## src/rtl/eth_halfwidth_tx.sv

```systemverilog
// 148-bit two-lane Avalon-ST beats to 64-bit data + 10-bit tag words for the MAC TX side.
// Optional protocol checker enabled by defining HALFWIDTH_PROTO_CHECK_EN.
module eth_halfwidth_tx #(
    parameter int unsigned LANEW = 74,
    parameter int unsigned TAGW  = 10
) (
    input  logic                 clock,
    input  logic                 reset,
    input  logic [2*LANEW-1:0]   in_data,
    input  logic                 in_valid,
    output logic                 in_ready,
    input  logic                 in_sop,
    input  logic                 in_eop,
    input  logic                 in_empty,
    input  logic [2:0]           in_byte_empty,
    output logic [LANEW-TAGW-1:0] out_data,
    output logic [TAGW-1:0]      out_tag,
    output logic                 out_valid,
    input  logic                 out_ready,
    output logic                 out_sop,
    output logic                 out_eop,
    output logic [2:0]           out_empty,
    output logic                 proto_err
);

    localparam int unsigned DATAW = LANEW - TAGW;

    typedef enum logic [1:0] {S_EMPTY, S_LANE0, S_LANE1} state_t;

    state_t            state_q, state_d;
    logic [LANEW-1:0]  lane0_q, lane0_d;
    logic [LANEW-1:0]  lane1_q, lane1_d;
    logic              sop_q, sop_d;
    logic              eop_q, eop_d;
    logic              emp_q, emp_d;
    logic [2:0]        be_q, be_d;

    logic [DATAW-1:0]  out_data_q, out_data_d;
    logic [TAGW-1:0]   out_tag_q, out_tag_d;
    logic              out_valid_q, out_valid_d;
    logic              out_sop_q, out_sop_d;
    logic              out_eop_q, out_eop_d;
    logic [2:0]        out_empty_q, out_empty_d;

    logic              lane1_unused;
    logic              last_lane;
    logic              in_fire;
    logic              out_fire;
    logic [LANEW-1:0]  lane_sel;

    // Next state, hold-register load and next output word
    always_comb begin
        state_d     = state_q;
        lane0_d     = lane0_q;
        lane1_d     = lane1_q;
        sop_d       = sop_q;
        eop_d       = eop_q;
        emp_d       = emp_q;
        be_d        = be_q;
        out_data_d  = '0;
        out_tag_d   = '0;
        out_valid_d = 1'b0;
        out_sop_d   = 1'b0;
        out_eop_d   = 1'b0;
        out_empty_d = 3'b0;
        lane_sel    = '0;

        lane1_unused = eop_q & emp_q;
        last_lane    = (state_q == S_LANE1) || ((state_q == S_LANE0) && lane1_unused);
        in_ready     = !reset && ((state_q == S_EMPTY) || (last_lane && out_ready));
        in_fire      = in_valid && in_ready;
        out_fire     = out_valid_q && out_ready;

        if (out_fire) begin
            state_d = last_lane ? S_EMPTY : S_LANE1;
        end
        if (in_fire) begin
            lane0_d = in_data[LANEW-1:0];
            lane1_d = in_data[2*LANEW-1:LANEW];
            sop_d   = in_sop;
            eop_d   = in_eop;
            emp_d   = in_empty;
            be_d    = in_byte_empty;
            state_d = S_LANE0;
        end

        // Outputs follow the post-transition state so they stay registered and stall-stable
        if (state_d != S_EMPTY) begin
            lane_sel    = (state_d == S_LANE1) ? lane1_d : lane0_d;
            out_valid_d = 1'b1;
            out_data_d  = lane_sel[DATAW-1:0];
            out_tag_d   = lane_sel[LANEW-1:DATAW];
            out_sop_d   = (state_d == S_LANE0) && sop_d;
            out_eop_d   = (state_d == S_LANE1) ? eop_d : (eop_d && emp_d);
            out_empty_d = out_eop_d ? be_d : 3'b0;
        end
    end

    always_ff @(posedge clock or posedge reset) begin
        if (reset) begin
            state_q     <= S_EMPTY;
            lane0_q     <= '0;
            lane1_q     <= '0;
            sop_q       <= 1'b0;
            eop_q       <= 1'b0;
            emp_q       <= 1'b0;
            be_q        <= 3'b0;
            out_data_q  <= '0;
            out_tag_q   <= '0;
            out_valid_q <= 1'b0;
            out_sop_q   <= 1'b0;
            out_eop_q   <= 1'b0;
            out_empty_q <= 3'b0;
        end else begin
            state_q     <= state_d;
            lane0_q     <= lane0_d;
            lane1_q     <= lane1_d;
            sop_q       <= sop_d;
            eop_q       <= eop_d;
            emp_q       <= emp_d;
            be_q        <= be_d;
            out_data_q  <= out_data_d;
            out_tag_q   <= out_tag_d;
            out_valid_q <= out_valid_d;
            out_sop_q   <= out_sop_d;
            out_eop_q   <= out_eop_d;
            out_empty_q <= out_empty_d;
        end
    end

    assign out_data  = out_data_q;
    assign out_tag   = out_tag_q;
    assign out_valid = out_valid_q;
    assign out_sop   = out_sop_q;
    assign out_eop   = out_eop_q;
    assign out_empty = out_empty_q;

`ifdef HALFWIDTH_PROTO_CHECK_EN
    logic in_pkt_q, in_pkt_d;
    logic proto_err_q, proto_err_d;

    // sop must arrive exactly when no packet is open
    always_comb begin
        in_pkt_d    = in_pkt_q;
        proto_err_d = proto_err_q;
        if (in_fire) begin
            if (in_sop == in_pkt_q) begin
                proto_err_d = 1'b1;
            end
            in_pkt_d = !in_eop;
        end
    end

    always_ff @(posedge clock or posedge reset) begin
        if (reset) begin
            in_pkt_q    <= 1'b0;
            proto_err_q <= 1'b0;
        end else begin
            in_pkt_q    <= in_pkt_d;
            proto_err_q <= proto_err_d;
        end
    end

    assign proto_err = proto_err_q;
`else
    assign proto_err = 1'b0;
`endif

endmodule
```

## config.mk

```make
export PLATFORM = sky130hd
export DESIGN_NAME = eth_halfwidth_tx
export DESIGN_NICKNAME = d
export VERILOG_FILES = /design/src/rtl/eth_halfwidth_tx.sv
export SDC_FILE = /design/constraint.sdc
export NUM_CORES = 1
export LEC_CHECK = 0
export ABC_CLOCK_PERIOD_IN_PS = 7000
export BUFFER_PORTS_ARGS = -buffer_cell sky130_fd_sc_hd__buf_2
export CORE_MARGIN = 2
export CORE_UTILIZATION = 47
export DETAILED_ROUTE_END_ITERATION = 7
export PLACE_DENSITY = 0.81
export SYNTH_ARGS = -nofsm -noshare
export SYNTH_HDL_FRONTEND = slang
export SYNTH_SLANG_ARGS = --single-unit
```

## constraint.sdc

```tcl
create_clock -name clock -period 7 [get_ports clock]
set_input_delay 0.35 -clock clock [delete_from_list [all_inputs] [get_ports clock]]
set_output_delay 0.35 -clock clock [all_outputs]
set_load 0.01 [all_outputs]
```

Word-level counts from Yosys, hierarchy flattened
Cells that the tools add are included.

word-level totals
  register bits after elaboration = 236
  input bits = 158
  output and inout bits = 82
  word-level logic and storage cells = 48

cells by class
  eq/ne operators = 4
  multiplexer cells = 18
  bitwise gates (word level) = 1
  reductions and logical operators = 12

operator list
  cell                  count
  $mux W74              3
  $mux W64              1
  $mux W10              1
  $mux W3               3
  $logic_and A1 B1 Y1   7
  $mux W1               7
  $mux W2               3
  $eq A2 B1 Y1 const B  2
  $eq A2 B2 Y1 const B  2
  $logic_not A2 Y1      1
  $logic_or A1 B1 Y1    2
  $reduce_bool A2 Y1    1
  $and A1 B1 Y1         1
  $logic_not A1 Y1      1

Depth between registers and ports, before layout
  word-level depth = 12
  depth in mapped cells = 8
  mapped depth without buffers = 4

Worst setup path before layout
No wires, ideal clock.

  path type = in2reg
  from = in reset
  to = reg out_data_q[10], in the netlist out_data[10]
  setup time = 0.126 ns
  arrival = 6.838 ns
  required time = 6.874 ns
  slack = 0.036 ns
  cell stages on the path = 7
  buffers on the path = 3
  cell sequence = inv_1 o311a_1 buf_2 nor3b_2 buf_4 buf_6 a221o_1

between the ends
  longest elaborated chain between the ends = 7
  elaborated cells between the ends (all ways) = 10
  those cells by class = eq/ne: 1; mux: 5; reduce/logical: 4

ends and longest elaborated chain
  element                       RTL line  RTL
  start, declared               8         input logic reset,
  $logic_not A1 Y1 (no line) *  n/a
  $logic_and A1 B1 Y1 *         70        in_ready = !reset && ((state_q == S_EMPTY) || (last_lane && out_ready));
  $logic_and A1 B1 Y1 *         71        in_fire = in_valid && in_ready;
  $mux W2                       77        if (in_fire) begin
  $eq A2 B2 Y1                  89        lane_sel = (state_d == S_LANE1) ? lane1_d : lane0_d;
  $mux W74                      89
  $mux W64 *                    88        if (state_d != S_EMPTY) begin
  named net out_data_d[10]      38        logic [DATAW-1:0] out_data_q, out_data_d;
  end signal, assigned          122       out_data_q <= out_data_d;
  end, declared                 38

Mark *: on every way through the listed nets, which the timed path passes. The rest lies on a longest branch.

Worst setup path after layout
  from = in reset
  to = reg out_data_q[27], in the netlist out_data[27]

The elaborated chain is that of the path after synthesis.

==> impl_results.md <==
* Syn-to-layout area delta at 24.6%
* # DRC at 0
* PnR worst setup slack at 3.94 ns
* Nets at approximately 1200
* Static Leak at 6.29 nW
* Die Wd at 143 microns
* Initial antenna violation count at 3
* Top post-synthesis cells by area: dfrtp_1, nand2_1, a221o_1, a21o_1, and2_1
* Least-Margin Pin Slew at ~1.0 ns
* FF-to-FF Start: emp_q
* CP top delay family: buffers and inverters
* Placed standard-cell area at 0.0104 sq mm
* Net Sw Power at ~1.6 mW
* Die area at 0.0204 sq mm
* WP data arrival at 3.45 ns
* Top cell type's share of synthesized area at 0.652
* Dpl hpwl at 13000 microns
* Internal power at 3.48 mW
* Routed wl met2 at around 9600 microns
* Skew final at 0.0144 ns
* Final setup fails at 0
* Flops & latches, synth at 236
* Crit path buffers/inverters at 4
* Cell Count, Final, Fillers Out at 1285
* Rel. slew slack at 0.305
* Share of layout cells above drive strength 1 at 0.283
* Status: complete, no violations
* # rows at 50
* Cell area after layout at 0.0113 sq mm
* Pre-antenna DRT Iters at 5
* Worst setup SP type: input port
* Number of global-route vias before repair at about 6800
* Fmax at around 330 MHz
* WL met3 at 1330 microns
* Asr flop ratio synth at 1.00
* Top Layer Used: met5
* Synth Warn # at 0
* Synth cell types at 29
* Sw Ratio at 0.313
* Register share of total power at 0.456
* CP max stage delay at 0.85 ns
* Drt via density at 5.20
* Combinational fraction of design power at 0.275
* Met1 WL at 9050 microns
* Worst-Skew Late Latency at 0.52 ns
* Power density over the cells at 449 mW/mm^2
* Gr usage total at 0.202
* Root Buffer: clkbuf_16
* Maximum VDD drop at 284 uV
* Sequential area share after synthesis at 0.652
* Clock buffer depth at 3
* Most used DFF post-synth: dfrtp_1
* Min-delay src: in_data[125]
* Crit-path slowest cell: o311a_4
* RSZ-0062 raised after global routing: false
* First-pass GRT wire length at 33200 microns
* Routed wire per std cell at 16.1 microns
* PortBufs at roughly 240
* Post-CTS Setup Inserts at 0
* Filler Cells Inserted at approximately 1600
* CP required at 7.38 ns
* Clk slew on worst S/H paths at ~0.060 ns
* Die Span Y at between 100 and 150 microns
* Final Hold Vio Count at 0
* WS Path Type: input port to flop
* Post-Syn Nets at between 900 and 1000
* Worst setup EP type: flop
* Initial core utilization at 0.481
* CP max FO at 85
* Number of synthesized flops with an enable pin at 0
* Post-Syn Area per Cell at approximately 12 sq um
* # IOs at 240
* Clock share of power at 0.269
* Total grt overflow at 0
* Worst path cell trace: dlygate4sd3_1, buf_2, inv_8, o311a_4, nor3b_4, buf_4, a221o_1
* Iter 0 DRT Violations at 394
* Clk sink count at 236
* Routed Antenna Nets at 0
* Largest net degree at the start of global routing at 87
* Post-Syn Area at 0.00905 sq mm
* # H-tree levels at 1
* Max_cap viols at 0
* Vias at 6682
* Fin Setup TNS at 0 ns
* Dpl ws at 3.93 ns
* Critical path origin: reset
* Post-Route WL at just over 20000 microns
* Placed cells at 1236
* Core ar. at 0.0188 sq mm
* CTS buffer count at 25
* Synth area leader: dfrtp_1
* Worst hold path class: input port to flop
* TritonCTS clock tree: yes
* Post-layout min period at 3.06 ns
* Fin. max-slew vios at 0
* Mapped Cells at a little under 800
* Final worst path period share at 0.437
* Hold WS at 0.0184 ns
* GPL Wtd Cong at 0.790
[kinds of logic after synthesis]
family	synth area share
simple gates	0.164
flops	0.652
compound gates	0.152
buf+inv	0.0314
other cells	0.000414
[synthesized netlist by cell type, types with 2 or more instances]
| library cell | n |
|---|---|
| a221o_1 | 74 |
| o21ai_0 | 4 |
| nand2_1 | 243 |
| a21o_1 | 75 |
| nand4b_1 | 2 |
| dfrtp_1 | 236 |
| and2_1 | 74 |
| nor2_1 | 3 |
| buf_2 | 23 |
| buf_6 | 6 |
| nand3_1 | 3 |
| buf_1 | 2 |
| clkbuf_1 | 18 |
| nand4_1 | 3 |
| buf_4 | 3 |
[registers in the layout, summed over array words and instances, names as in the netlist]
register and count:
emp_q 1, out_empty 3, out_data 64, out_eop 1, lane0_q 74, sop_q 1
eop_q 1, out_sop 1, lane1_q 74, out_valid 1, out_tag 10, be_q 3
state_q 2
[worst register-to-register path, stage by stage, from the launching register on]
cell and delay [ns]:
dfrtp_1 0.42, and4b_1 0.26, o311a_4 0.62, nor3b_4 0.56
buf_4 0.69, a221o_1 0.38
[layout by cell type (no fill, tap or decap), types with 4 or more instances in the layout]
cell type  instances
clkbuf_8           7
clkbuf_16         25
clkbuf_1           5
buf_2            238
a221o_1           74
nand2_1          243
o21ai_0            4
and2_1            74
buf_4              7
dfrtp_1          236
a21o_1            75
[area by class of cell]
class,count,area [sq um],share of cell area
Clock buffer,37,741,0.0657
Timing Repair Buffer,247,1260,0.112
Clock inverter,8,125,0.0111
Tap cell,260,325,0.0288
Multi-Input combinational cell,494,2900,0.257
Inverter,1,11.3,0.000998
Sequential cell,236,5910,0.524
Antenna cell,2,5.00,0.000444
[per-stage QoR]
step / total power, mW / utilization
global placement: 3.64 / 0.552
finish: 5.06 / 0.599
detailed placement: 3.72 / 0.552
floorplan: 3.27 / -
global route: 5.38 / 0.599
CTS: 5.10 / 0.599
[power groups by stage]
stage | Sequential [mW] | Clock (mW) | Combinational [mW]
floorplan | 2.34 | 0 | 0.930
global placement | 2.29 | 0 | 1.35
detailed placement | 2.32 | 0 | 1.40
CTS | 2.30 | 1.39 | 1.41
global route | 2.37 | 1.45 | 1.56
finish | 2.31 | 1.36 | 1.39
[layer usage]
layer,vias up,track usage
met5,-,0
met4,2,0.0740
met3,49,0.0399
met2,243,0.320
met1,3265,0.278
li1,3123,-
[worst paths after layout]
check                                    end  slack (ns)  depth (start not counted)
worst max-delay path            out_data[27]        3.94                          7
worst min-delay path             lane1_q[51]        0.02                          3
worst max register to register  out_data[27]        4.00                          5
worst min register to register       be_q[0]        0.47                          2
max in group asynchronous        lane1_q[11]        5.04                          4
min in group asynchronous        lane0_q[62]        0.48                          3
[what timing repair did]
item	in CTS	in global routing
endpoints found under the hold margin	82	0
resized for setup	0	0
hold buffers	2	0
Power figures use the tool's default switching activity.
